===== config.mk =====
export PLATFORM = sky130hd
export DESIGN_NAME = serial_loader
export DESIGN_NICKNAME = d
export VERILOG_FILES = /design/src/rtl/serial_loader_pkg.sv /design/src/rtl/serial_loader_uart_rx.sv /design/src/rtl/serial_loader.sv
export SDC_FILE = /design/constraint.sdc
export NUM_CORES = 1
export LEC_CHECK = 0
export ABC_CLOCK_PERIOD_IN_PS = 3600
export BUFFER_PORTS_ARGS = -buffer_cell sky130_fd_sc_hd__buf_4
export CAP_MARGIN = 20
export CORE_MARGIN = 4
export CORE_UTILIZATION = 63
export DETAILED_ROUTE_END_ITERATION = 16
export GPL_ROUTABILITY_DRIVEN = 1
export PLACE_DENSITY = 0.81
export SYNTH_ARGS = -nofsm -noshare
export SYNTH_HDL_FRONTEND = slang
export SYNTH_SLANG_ARGS = --single-unit

===== constraint.sdc =====
create_clock -name clk -period 3.6 [get_ports clk]
set_input_delay 0 -clock clk [delete_from_list [all_inputs] [get_ports clk]]
set_output_delay 0 -clock clk [all_outputs]
set_load 0.005 [all_outputs]

===== src/rtl/serial_loader_pkg.sv =====
// Shared constants and state encodings for the UART program loader.
// Latency: n/a (declarations only).
// Backpressure: n/a.
package serial_loader_pkg;

  localparam int          CLKS_PER_BIT_DEF = 434;   // 50 MHz / 115200 baud
  localparam int          ADDR_W_DEF       = 4;
  localparam int          MEM_DEPTH_DEF    = 16;
  localparam logic [7:0]  SYNC_BYTE_DEF    = 8'hA5;

  typedef enum logic [1:0] {
    RX_IDLE,
    RX_START,
    RX_DATA,
    RX_STOP
  } rx_state_e;

  typedef enum logic [1:0] {
    WAIT_SYNC,
    LOAD,
    WRITE,
    DONE
  } ld_state_e;

endpackage


===== src/rtl/serial_loader_uart_rx.sv =====
// 8N1 UART receiver with 2-flop input synchroniser; mid-bit sampling.
// Latency: rx_valid/rx_err pulse in the cycle the stop bit is sampled (~9.5 bit times after start edge + 2 sync cycles).
// Backpressure: none; the consumer must take rx_byte on the rx_valid cycle.
module uart_rx
  import serial_loader_pkg::*;
#(
  parameter int CLKS_PER_BIT = CLKS_PER_BIT_DEF
) (
  input  logic       clk,
  input  logic       rst,
  input  logic       rx,
  output logic       rx_valid,
  output logic [7:0] rx_byte,
  output logic       rx_err
);

  localparam int             CNT_W     = $clog2(CLKS_PER_BIT);
  localparam logic [CNT_W-1:0] HALF_LAST = CNT_W'(CLKS_PER_BIT / 2 - 1);
  localparam logic [CNT_W-1:0] FULL_LAST = CNT_W'(CLKS_PER_BIT - 1);

  logic             rx_meta_q, rx_sync_q;
  rx_state_e        state_q, state_d;
  logic [CNT_W-1:0] cnt_q, cnt_d;
  logic [2:0]       bit_q, bit_d;
  logic [7:0]       shift_q, shift_d;

  // Two-flop synchroniser; preset to the idle-high line level so reset never looks like a start bit.
  always_ff @(posedge clk or posedge rst) begin
    if (rst) begin
      rx_meta_q <= 1'b1;
      rx_sync_q <= 1'b1;
    end else begin
      rx_meta_q <= rx;
      rx_sync_q <= rx_meta_q;
    end
  end

  // RX state and datapath registers.
  always_ff @(posedge clk or posedge rst) begin
    if (rst) begin
      state_q <= RX_IDLE;
      cnt_q   <= '0;
      bit_q   <= '0;
      shift_q <= '0;
    end else begin
      state_q <= state_d;
      cnt_q   <= cnt_d;
      bit_q   <= bit_d;
      shift_q <= shift_d;
    end
  end

  // Next-state: half a bit to reach mid-start, then whole bits to each data/stop midpoint.
  always_comb begin
    state_d  = state_q;
    cnt_d    = cnt_q;
    bit_d    = bit_q;
    shift_d  = shift_q;
    rx_valid = 1'b0;
    rx_err   = 1'b0;
    case (state_q)
      RX_IDLE: begin
        if (!rx_sync_q) begin
          state_d = RX_START;
          cnt_d   = '0;
        end
      end
      RX_START: begin
        if (cnt_q == HALF_LAST) begin
          cnt_d   = '0;
          bit_d   = '0;
          // A line that is high again at mid-start was a glitch, not a character.
          state_d = rx_sync_q ? RX_IDLE : RX_DATA;
        end else begin
          cnt_d = cnt_q + CNT_W'(1);
        end
      end
      RX_DATA: begin
        if (cnt_q == FULL_LAST) begin
          cnt_d   = '0;
          shift_d = {rx_sync_q, shift_q[7:1]};   // LSB arrives first
          bit_d   = bit_q + 3'd1;
          if (bit_q == 3'd7) state_d = RX_STOP;
        end else begin
          cnt_d = cnt_q + CNT_W'(1);
        end
      end
      RX_STOP: begin
        if (cnt_q == FULL_LAST) begin
          rx_valid = rx_sync_q;
          rx_err   = !rx_sync_q;
          cnt_d    = '0;
          state_d  = RX_IDLE;
        end else begin
          cnt_d = cnt_q + CNT_W'(1);
        end
      end
      default: state_d = RX_IDLE;
    endcase
  end

  assign rx_byte = shift_q;

endmodule


===== src/rtl/serial_loader.sv =====
// UART-to-memory programmer: waits for a sync byte, then writes the next MEM_DEPTH bytes to addresses 0..MEM_DEPTH-1.
// Latency: serial_WE 1 cycle after a data byte's rx_valid; done 1 cycle after the final serial_WE.
// Backpressure: none; the memory port must accept every one-cycle strobe.
module serial_loader
  import serial_loader_pkg::*;
#(
  parameter int         CLKS_PER_BIT = CLKS_PER_BIT_DEF,
  parameter int         MEM_DEPTH    = MEM_DEPTH_DEF,
  parameter int         ADDR_W       = ADDR_W_DEF,
  parameter logic [7:0] SYNC_BYTE    = SYNC_BYTE_DEF
) (
  input  logic              clk,
  input  logic              rst,
  input  logic              rx,
  output logic              serial_WE,
  output logic [ADDR_W-1:0] serial_addr,
  output logic [7:0]        serial_value,
  output logic              busy,
  output logic              done,
  output logic              frame_err
);

  localparam logic [ADDR_W-1:0] CNT_LAST = ADDR_W'(MEM_DEPTH - 1);

  logic       rx_valid;
  logic       rx_err;
  logic [7:0] rx_byte;

  ld_state_e         state_q, state_d;
  logic [ADDR_W-1:0] cnt_q, cnt_d;
  logic [ADDR_W-1:0] addr_q, addr_d;
  logic [7:0]        value_q, value_d;
  logic              ferr_q, ferr_d;

  uart_rx #(
    .CLKS_PER_BIT(CLKS_PER_BIT)
  ) u_rx (
    .clk      (clk),
    .rst      (rst),
    .rx       (rx),
    .rx_valid (rx_valid),
    .rx_byte  (rx_byte),
    .rx_err   (rx_err)
  );

  // Loader state, byte counter and held write-port registers.
  always_ff @(posedge clk or posedge rst) begin
    if (rst) begin
      state_q <= WAIT_SYNC;
      cnt_q   <= '0;
      addr_q  <= '0;
      value_q <= '0;
      ferr_q  <= 1'b0;
    end else begin
      state_q <= state_d;
      cnt_q   <= cnt_d;
      addr_q  <= addr_d;
      value_q <= value_d;
      ferr_q  <= ferr_d;
    end
  end

  // Next-state: a framing error anywhere is remembered; inside an image it also abandons the load.
  always_comb begin
    state_d = state_q;
    cnt_d   = cnt_q;
    addr_d  = addr_q;
    value_d = value_q;
    ferr_d  = ferr_q || rx_err;
    case (state_q)
      WAIT_SYNC: begin
        if (rx_valid && rx_byte == SYNC_BYTE) begin
          state_d = LOAD;
          cnt_d   = '0;
          ferr_d  = 1'b0;
        end
      end
      LOAD: begin
        if (rx_err) begin
          state_d = WAIT_SYNC;
          cnt_d   = '0;
        end else if (rx_valid) begin
          // Any value, including SYNC_BYTE, is payload once synced.
          state_d = WRITE;
          value_d = rx_byte;
          addr_d  = cnt_q;
        end
      end
      WRITE: begin
        if (rx_err) begin
          state_d = WAIT_SYNC;
          cnt_d   = '0;
        end else if (cnt_q == CNT_LAST) begin
          state_d = DONE;
        end else begin
          cnt_d   = cnt_q + ADDR_W'(1);
          state_d = LOAD;
        end
      end
      DONE: begin
        state_d = WAIT_SYNC;
        cnt_d   = '0;
      end
      default: begin
        state_d = WAIT_SYNC;
        cnt_d   = '0;
      end
    endcase
  end

  // Strobes decode straight from the registered state, so each lasts exactly one cycle.
  assign serial_WE    = (state_q == WRITE);
  assign done         = (state_q == DONE);
  assign busy         = (state_q == LOAD) || (state_q == WRITE);
  assign serial_addr  = addr_q;
  assign serial_value = value_q;
  assign frame_err    = ferr_q;

endmodule

==> results.sh, run 1 <==
export IMPL_p_sw_w=0.000174
export IMPL_synth_cell_area_sq_um=2160
export IMPL_antenna_found_initial=0
export IMPL_timing_final_crit_share_pct=63.0
export IMPL_async_reset_ff_share_pct=100
export IMPL_die_h_um=66.6
export IMPL_powerDensity_nw_per_um2=307
export IMPL_cts_buffers=5
export IMPL_power_frac_comb_pct=1.8
export IMPL_p_clk_share_pct=32.5
export IMPL_final_cells=255
export IMPL_wl_um=4060
export IMPL_synthAdderAreaFrac_pct=6.36
export IMPL_maxCapViolCount=0
export IMPL_initial_core_util_pct=64.8
export IMPL_first_pass_iters=4
export IMPL_layout_drive_gt1_share_pct=26.8
export IMPL_period_minus_slack_ns=2.27
export IMPL_worst_slew_pin_slew_ns=0.593
export IMPL_antenna_left=0
export IMPL_via_count=1495
export IMPL_ir_drop_v=0.000265
export IMPL_max_freq_mhz=441
export IMPL_design_power_total_w=0.000741
export IMPL_hp_class="in2reg"
export IMPL_synth_most_common_cell="dfrtp_1"
export IMPL_routabilityCongestion=0.814
export IMPL_min_to="u_rx.rx_meta_q"
export IMPL_area_growth_syn_to_layout_pct=11.5
export IMPL_grt_pass1_wl_um=7040
export IMPL_ys_top_cells_by_area="dfrtp_1 (47%), mux2_2 (10%), ha_1 (6.4%)"
export IMPL_port_buffers=18
export IMPL_intPower_w=0.000567
export IMPL_synth_edff_count=0
export IMPL_yosysSeqAreaShare_pct=49.9
export IMPL_slew_headroom_pct=60.3
export IMPL_rsz0062_at_grt="false"
export IMPL_cp_num_buf_inv=1
export IMPL_io_pins=19
export IMPL_grt_max_degree=44
export IMPL_cts_tree="done"
export IMPL_hpwlAfterDp_um=2970
export IMPL_rr_endpoint="serial_value[3]"
export IMPL_die_w_um=66.6
export IMPL_swShare_pct=23.4
export IMPL_ys_ff_latch=43
export IMPL_drv_slew=0
export IMPL_syn_inst=185
export IMPL_syn_nets=199
export IMPL_synth_area_mux_share_pct=11.3
export IMPL_globalRouteOverflowTotal=0
export IMPL_pwr_share_seq_pct=65.7
export IMPL_rr_worst_depth=6
export IMPL_dieArea_sq_um=4440
export IMPL_grt_pass1_vias=1502
export IMPL_critPathTopFamily="simple AND/OR/NAND/NOR gates"
export IMPL_post_cts_resized=0
export IMPL_startpoint_type="register"
export IMPL_leakage_nw=1.14
export IMPL_cpMaxStageDelayCell="nor3_4"
export IMPL_clkTransAtPathRegs_ns=0.12
export IMPL_crit_type="reg2reg"
export IMPL_hold_violations=0
export IMPL_final_setup_viol_count=0
export IMPL_min_delay_start="rx"
export IMPL_synthSimpleGateAreaFrac_pct=15.7
export IMPL_routed_via_density=5.86
export IMPL_path_cells="inv_1 > ha_1 > and4_1 > nand3_4 > nor3_4 > mux2_2"
export IMPL_drt_initial_drc_count=36
export IMPL_diodes=0
export IMPL_synth_avg_cell_area_sq_um=11.7
export IMPL_ys_types=48
export IMPL_htree_levels=2
export IMPL_critPathArrivalTime_ns=2.52
export IMPL_dp_cells=245
export IMPL_endpoint_kind="register"
export IMPL_max_clock_path_buffers=2
export IMPL_clock_sinks=43
export IMPL_outcome="finished clean"
export IMPL_synth_compound_gate_area_share_pct=11.7
export IMPL_skew_ns=0.00592
export IMPL_core_sq_um=3340
export IMPL_nets=222
export IMPL_clk_insertion_delay_late_ns=0.36
export IMPL_r2r_slack_ns=1.33
export IMPL_track_usage_pct=21.3
export IMPL_netlist_top_cells_count="dfrtp_1 (41), mux2_2 (20), o21ai_0 (14)"
export IMPL_drc_errors=0
export IMPL_crit_fanout=12
export IMPL_synth_top_area_cell="dfrtp_1"
export IMPL_fin_setup_tns_ns=0
export IMPL_ys_warnings_count=0
export IMPL_yosysTopAreaCellShare_pct=47.4
export IMPL_hold_depth=2
export IMPL_row_count=21
export IMPL_slowest_delay_ns=0.56
export IMPL_synth_xor_area_share_pct=1.62
export IMPL_wl_per_cell_um=15.9
export IMPL_rr_startpoint="u_rx.cnt_q[1]"
export IMPL_synth_top_family_by_area="simple AND/OR/NAND/NOR gates"
export IMPL_clock_root_buffer="clkbuf_4"
export IMPL_cp_data_required_time_ns=3.85
export IMPL_synth_ff_type="dfrtp_1"
## worst max path at each step
| stage | from | end | slack (ns) | depth (start not counted) |
|---|---|---|---|---|
| 4_1_cts | u_rx.cnt_q[1] | serial_value[3] | 1.34 | 6 |
| 6_report | u_rx.cnt_q[1] | serial_value[3] | 1.33 | 6 |
| 2_1_floorplan | u_rx.cnt_q[1] | serial_addr[0] | 1.69 | 8 |
| 5_1_grt | u_rx.cnt_q[0] | u_rx.cnt_q[8] | 1.11 | 7 |
| 3_5_place_dp | u_rx.cnt_q[1] | serial_value[1] | 1.35 | 6 |
| 3_3_place_gp | u_rx.cnt_q[1] | serial_value[4] | 1.48 | 6 |
## cells in the final DEF (no fill, tap or decap), drive strengths merged, types with 3 or more instances in the layout
cell / instances
dfrtp: 41
mux2: 20
buf: 19
o21ai: 16
nand2: 12
ha: 11
inv: 11
nor2: 7
nand3: 7
and3: 5
clkbuf: 5
nor4bb: 3
a21oi: 3
nand2b: 3
a21o: 3
o22ai: 3
o31ai: 3
## logic make-up after synthesis
family | after synthesis
and+or+nand+nor | 52
DFF | 43
AOI/OAI and AO/OA | 37
muxes | 22
buffers and inverters | 16
adders and majority gates | 11
xor gates and xnor gates | 4
## registers in the layout (all words and copies together) (netlist names), named ones only
| name | flops |
|---|---|
| cnt_q | 4 |
| frame_err | 1 |
| serial_addr | 4 |
| serial_value | 8 |
| state_q | 2 |
| u_rx.bit_q | 3 |
| u_rx.cnt_q | 9 |
| u_rx.rx_byte | 8 |
| u_rx.rx_meta_q | 1 |
| u_rx.rx_sync_q | 1 |
| u_rx.state_q | 1 |
## cell type report
cell class	count	area, sq um
flip-flops and latches	43	1080
multi-input cells	126	1010
fillers	258	925
repair buffers	21	163
well taps	46	57.6
inverters	11	41.3
clock buffers	5	37.5
clock inverters	3	23.8
## per-layer routing
| layer | global-route usage (%) | share of wire (%) | routed length, um | vias to the layer above |
|---|---|---|---|---|
| li1 | - | - | - | 716 |
| met1 | 27.0 | 44 | 1770 | 734 |
| met2 | 34.9 | 51 | 2070 | 36 |
| met3 | 5.90 | 3.5 | 142 | 9 |
| met4 | 7.61 | 2.0 | 82 | 0 |
| met5 | 0 | 0 | 0 | - |
## worst reg2reg max path, stage by stage (launching register included)
cell	delay [ns]
dfrtp_1	0.43
inv_1	0.12
ha_1	0.15
and4_1	0.32
nand3_4	0.17
nor3_4	0.56
mux2_2	0.42
## power by group through the flow
stage | Sequential (W) | Combinational (W) | Clock (W)
CTS | 0.000487 | 0.0000144 | 0.000245
global route | 0.000487 | 0.0000159 | 0.000269
floorplan | 0.000495 | 0.00000763 | 0
detailed placement | 0.000496 | 0.0000127 | 0
global placement | 0.000496 | 0.0000121 | 0
finish | 0.000487 | 0.0000135 | 0.000241
## through the flow
stage	utilization (%)	hold slack, ns	setup WS, ns	cell area [sq um]
after floorplan	-	0.00448	1.69	2160
after detailed placement	69.9	0.112	1.35	2330
after global placement	69.9	0.109	1.48	2330
final	72.3	0.287	1.33	2410
after CTS	72.3	0.283	1.34	2410
after global routing	72.3	0.306	1.11	2410
## what timing repair did
action,4_1_cts,5_1_grt
setup buffers,0,0
hold buffers,2,0
hold endpoints to repair,42,0
No activity file was read; power rests on OpenSTA's default activity.
==> run 2, diff against run 1 <==
ABC_CLOCK_PERIOD_IN_PS = 2200   (was 3600)
CORE_UTILIZATION = 58   (was 63)
PLACE_DENSITY = 0.75   (was 0.81)
clock period = 2.2 ns   (was 3.6 ns; I/O delays follow)
==> results.sh, run 2 (synthesis results as in run 1) <==
export IMPL_outcome="finished clean"
export IMPL_rr_startpoint="u_rx.cnt_q[1]"
export IMPL_cts_buffers=5
export IMPL_row_count=21
export IMPL_rsz0062_at_grt="false"
export IMPL_clock_root_buffer="clkbuf_8"
export IMPL_wl_per_cell_um=15.6
export IMPL_met3_length_um=155
export IMPL_layout_drive_gt1_share_pct=28.2
export IMPL_area_growth_syn_to_layout_pct=14.3
export IMPL_endpoint_kind="register"
export IMPL_grt_max_degree=44
export IMPL_post_cts_resized=0
export IMPL_cts_setup_buffers=0
export IMPL_hp_class="in2reg"
export IMPL_rr_worst_depth=7
export IMPL_grt_pass1_vias=1504
export IMPL_r2r_slack_ns=0.12
export IMPL_dieArea_sq_um=4770
export IMPL_final_cells=259
export IMPL_rr_endpoint="serial_addr[2]"
export IMPL_min_delay_start="rx"
export IMPL_crit_type="reg2reg"
export IMPL_period_minus_slack_ns=2.08
export IMPL_routed_via_density=5.81
export IMPL_final_common_cell="dfrtp_1"
export IMPL_track_usage_pct=17.9
export IMPL_via_count=1505
export IMPL_htree_levels=2
export IMPL_fin_setup_tns_ns=0
export IMPL_largest_reg_flops=9
export IMPL_drt_initial_drc_count=57
export IMPL_skew_ns=0.00346
export IMPL_max_clock_path_buffers=2
export IMPL_maxCapViolCount=0
export IMPL_drv_slew=0
export IMPL_die_h_um=69.1
export IMPL_wl_met1_um=1830
export IMPL_core_sq_um=3470
export IMPL_ir_drop_v=0.000482
export IMPL_nets=226
export IMPL_startpoint_type="register"
export IMPL_initial_core_util_pct=62.4
export IMPL_critPathArrivalTime_ns=2.27
export IMPL_cp_data_required_time_ns=2.39
export IMPL_first_pass_iters=5
export IMPL_clk_insertion_delay_late_ns=0.30
export IMPL_hold_depth=2
export IMPL_slew_headroom_pct=65.0
export IMPL_topRoutingLayerUsed="met4"
export IMPL_port_buffers=18
export IMPL_clkTransAtPathRegs_ns=0.09
export IMPL_clock_sinks=43
export IMPL_antenna_found_initial=0
export IMPL_crit_fanout=12
export IMPL_io_pins=19
export IMPL_grt_pass1_wl_um=6980
export IMPL_timing_final_crit_share_pct=94.5
export IMPL_final_setup_viol_count=0
export IMPL_layout_common_cells="dfrtp_1 (41), buf_4 (23), mux2_2 (20)"
export IMPL_wl_met2_um=1980
export IMPL_top_register="u_rx.cnt_q"
export IMPL_hpwlAfterDp_um=2940
export IMPL_diodes=0
export IMPL_worst_slew_pin_slew_ns=0.526
export IMPL_routabilityCongestion=0.770
export IMPL_globalRouteOverflowTotal=0
export IMPL_max_freq_mhz=481
export IMPL_dp_cells=249
export IMPL_hold_violations=0
export IMPL_powerDensity_nw_per_um2=539
export IMPL_wl_um=4050
export IMPL_min_to="u_rx.rx_meta_q"
export IMPL_cts_tree="done"
export IMPL_antenna_left=0
export IMPL_leakage_nw=1.18
export IMPL_drc_errors=0
export IMPL_die_w_um=69.1
run 2: cell count changes in the layout (fill, tap and decap cells not counted):
cell / before / now
buf_4: 19 / 23
clkbuf_4: 5 / 0
clkbuf_8: 0 / 5
run 2: how the worst max path moves through the flow:
stage                  startpoint              end  slack [ns]  depth (start not counted)
global placement    u_rx.cnt_q[1]  serial_value[4]        0.24                          7
detailed placement  u_rx.cnt_q[1]   serial_addr[0]        0.15                          7
CTS                 u_rx.cnt_q[1]   serial_addr[0]        0.13                          7
global route        u_rx.cnt_q[1]   serial_addr[0]        0.02                          7
floorplan           u_rx.cnt_q[1]   serial_addr[0]        0.29                          8
finish              u_rx.cnt_q[1]   serial_addr[2]        0.12                          7
run 2: cell type report:
type,instances,area [sq um]
clock buffers,5,68.8
clock inverters,3,23.8
well taps,46,57.6
flip-flops and latches,43,1080
fillers,285,995
inverters,11,41.3
multi-input cells,126,1010
repair buffers,25,193
run 2: worst max-delay path, cell delays in order, from the launching register on:
cell	delay (ns)
dfrtp_1	0.42
inv_1	0.11
ha_1	0.15
and4_1	0.32
nand3_4	0.18
nor3_4	0.19
buf_4	0.23
mux2_2	0.36
run 2: timing repair:
action | in CTS | in global routing
hold buffers | 2 | 0
hold endpoints to repair | 42 | 0
setup endpoints to repair | 0 | 0
run 2: power breakdown:
group          leakage, nW  switching [W]  internal [W]
Sequential           0.579     0.00000257      0.000793
Combinational        0.557      0.0000158    0.00000647
Clock               0.0408       0.000289      0.000227
run 2: through the flow:
step	hold WS [ns]	total power (W)	worst slack [ns]	util, %	cell area (sq um)
2_1_floorplan	0.00448	0.000823	0.289	-	2160
3_3_place_gp	0.109	0.000831	0.238	68.1	2360
3_5_place_dp	0.109	0.000832	0.154	68.1	2360
4_1_cts	0.339	0.00134	0.132	71.3	2470
5_1_grt	0.363	0.00139	0.0187	71.3	2470
6_report	0.349	0.00133	0.121	71.3	2470
run 2: layer usage:
layer / vias to the layer above / track usage (%)
li1: 726 / -
met1: 740 / 23.4
met2: 32 / 28.7
met3: 7 / 3.49
met4: 0 / 8.24
met5: - / 0
==> run 3, diff against run 2 <==
==> constraint.sdc (replaced) <==
create_clock -name clk -period 2.2 [get_ports clk]
set_input_delay 0.44 -clock clk [delete_from_list [all_inputs] [get_ports clk]]
set_output_delay 0.44 -clock clk [all_outputs]
set_load 0.005 [all_outputs]
==> results.sh, run 3 (synthesis results as in run 1) <==
export IMPL_drc_errors=0
export IMPL_p_sw_w=0.000307
export IMPL_startpoint="u_rx.cnt_q[1]"
export IMPL_rsz0062_at_grt="false"
export IMPL_startpoint_type="register"
export IMPL_first_pass_iters=4
export IMPL_p_clk_share_pct=38.8
export IMPL_dieArea_sq_um=4770
export IMPL_layout_drive_gt1_share_pct=28.4
export IMPL_max_freq_mhz=480
export IMPL_r2r_slack_ns=0.12
export IMPL_post_cts_resized=0
export IMPL_wl_per_cell_um=15.8
export IMPL_clock_sinks=43
export IMPL_fill_cells=286
export IMPL_endpoint_kind="register"
export IMPL_ir_drop_v=0.000482
export IMPL_die_w_um=69.1
export IMPL_die_h_um=69.1
export IMPL_nets=224
export IMPL_pwr_share_seq_pct=59.8
export IMPL_hold_buffers=0
export IMPL_cts_setup_buffers=0
export IMPL_globalRouteOverflowTotal=0
export IMPL_clkTransAtPathRegs_ns=0.09
export IMPL_layout_common_cells="dfrtp_1 (41), buf_4 (23), mux2_2 (20)"
export IMPL_row_count=21
export IMPL_core_sq_um=3470
export IMPL_max_clock_path_buffers=2
export IMPL_wl_um=4050
export IMPL_setup_worst_path_end="serial_addr[2]"
export IMPL_port_buffers=18
export IMPL_clk_insertion_delay_late_ns=0.30
export IMPL_largest_reg_flops=9
export IMPL_io_pins=19
export IMPL_timing_final_crit_share_pct=94.7
export IMPL_routed_via_density=5.82
export IMPL_drv_slew=0
export IMPL_crit_fanout=12
export IMPL_antenna_left=0
export IMPL_power_frac_comb_pct=1.5
export IMPL_critPathArrivalTime_ns=2.27
export IMPL_leakage_nw=1.17
export IMPL_initial_core_util_pct=62.4
export IMPL_design_power_total_w=0.00133
export IMPL_skew_ns=0.00385
export IMPL_grt_max_degree=44
export IMPL_crit_type="reg2reg"
export IMPL_cts_buffers=5
export IMPL_fin_setup_tns_ns=0
export IMPL_htree_levels=2
export IMPL_antenna_found_initial=0
export IMPL_top_register="u_rx.cnt_q"
export IMPL_grt_pass1_wl_um=6960
export IMPL_via_count=1495
export IMPL_track_usage_pct=17.9
export IMPL_drt_initial_drc_count=62
export IMPL_outcome="finished clean"
export IMPL_clock_root_buffer="clkbuf_8"
export IMPL_period_minus_slack_ns=2.08
export IMPL_grt_pass1_vias=1491
export IMPL_routabilityCongestion=0.770
export IMPL_diodes=0
export IMPL_powerDensity_nw_per_um2=543
export IMPL_maxCapViolCount=0
export IMPL_area_growth_syn_to_layout_pct=13.4
export IMPL_intPower_w=0.00102
export IMPL_final_common_cell="dfrtp_1"
export IMPL_cts_tree="done"
export IMPL_hp_class="in2reg"
export IMPL_final_setup_viol_count=0
export IMPL_rr_startpoint="u_rx.cnt_q[1]"
export IMPL_rr_worst_depth=7
export IMPL_cp_data_required_time_ns=2.39
export IMPL_worst_slew_pin_slew_ns=0.525
export IMPL_slew_headroom_pct=65.0
export IMPL_hold_violations=0
export IMPL_swShare_pct=23.1
export IMPL_hpwlAfterDp_um=2940
export IMPL_rr_endpoint="serial_addr[2]"
==> run 3: changes by cell type in the layout (fill, tap and decap cells not counted), sizes merged <==
cell         change
dlygate4sd3      -2
==> run 3: worst min-delay path by stage <==
stage / startpoint / end / cells past startpoint
detailed placement: u_rx.rx_meta_q / u_rx.rx_sync_q / 0
floorplan: u_rx.rx_meta_q / u_rx.rx_sync_q / 0
CTS: rx / u_rx.rx_meta_q / 1
global route: rx / u_rx.rx_meta_q / 1
global placement: u_rx.rx_meta_q / u_rx.rx_sync_q / 0
finish: rx / u_rx.rx_meta_q / 1
==> run 3: power by group through the flow <==
| stage | combinational, W | clock [W] | sequential, W |
|---|---|---|---|
| 2_1_floorplan | 0.0000125 | 0 | 0.000810 |
| 3_3_place_gp | 0.0000199 | 0 | 0.000811 |
| 3_5_place_dp | 0.0000207 | 0 | 0.000811 |
| 4_1_cts | 0.0000206 | 0.000522 | 0.000795 |
| 5_1_grt | 0.0000234 | 0.000563 | 0.000796 |
| 6_report | 0.0000194 | 0.000516 | 0.000796 |
==> run 3: cell type report <==
type | count | area (sq um) | area share [%]
flip-flops and latches | 43 | 1080 | 44.0
multi-input cells | 126 | 1010 | 41.2
repair buffers | 23 | 173 | 7.04
clock buffers | 5 | 68.8 | 2.80
well taps | 46 | 57.6 | 2.35
inverters | 11 | 41.3 | 1.68
clock inverters | 3 | 23.8 | 0.969
==> run 3: worst max-delay path, cell delays in order, from the launching register on <==
cell	delay, ns
dfrtp_1	0.42
inv_1	0.11
ha_1	0.15
and4_1	0.32
nand3_4	0.18
nor3_4	0.19
buf_4	0.23
mux2_2	0.36
==> run 3: routing by layer <==
layer  GRT usage (%)  up-vias  part of all wire (%)
met5               0        -                     0
met4            8.24        0                   2.2
met3            3.49        7                   3.6
met2            28.7       33                    49
met1            23.3      732                    45
li1                -      723                     -
==> run 3: through the flow <==
step	instances	utilization (%)	setup WS, ns	area [sq um]	hold WS, ns
after floorplan	185	-	0.289	2160	0.345
final	257	70.7	0.117	2450	0.241
after CTS	257	70.7	0.132	2450	0.240
after global routing	257	70.7	0.0187	2450	0.240
after global placement	249	68.1	0.238	2360	0.348
after detailed placement	249	68.1	0.154	2360	0.349
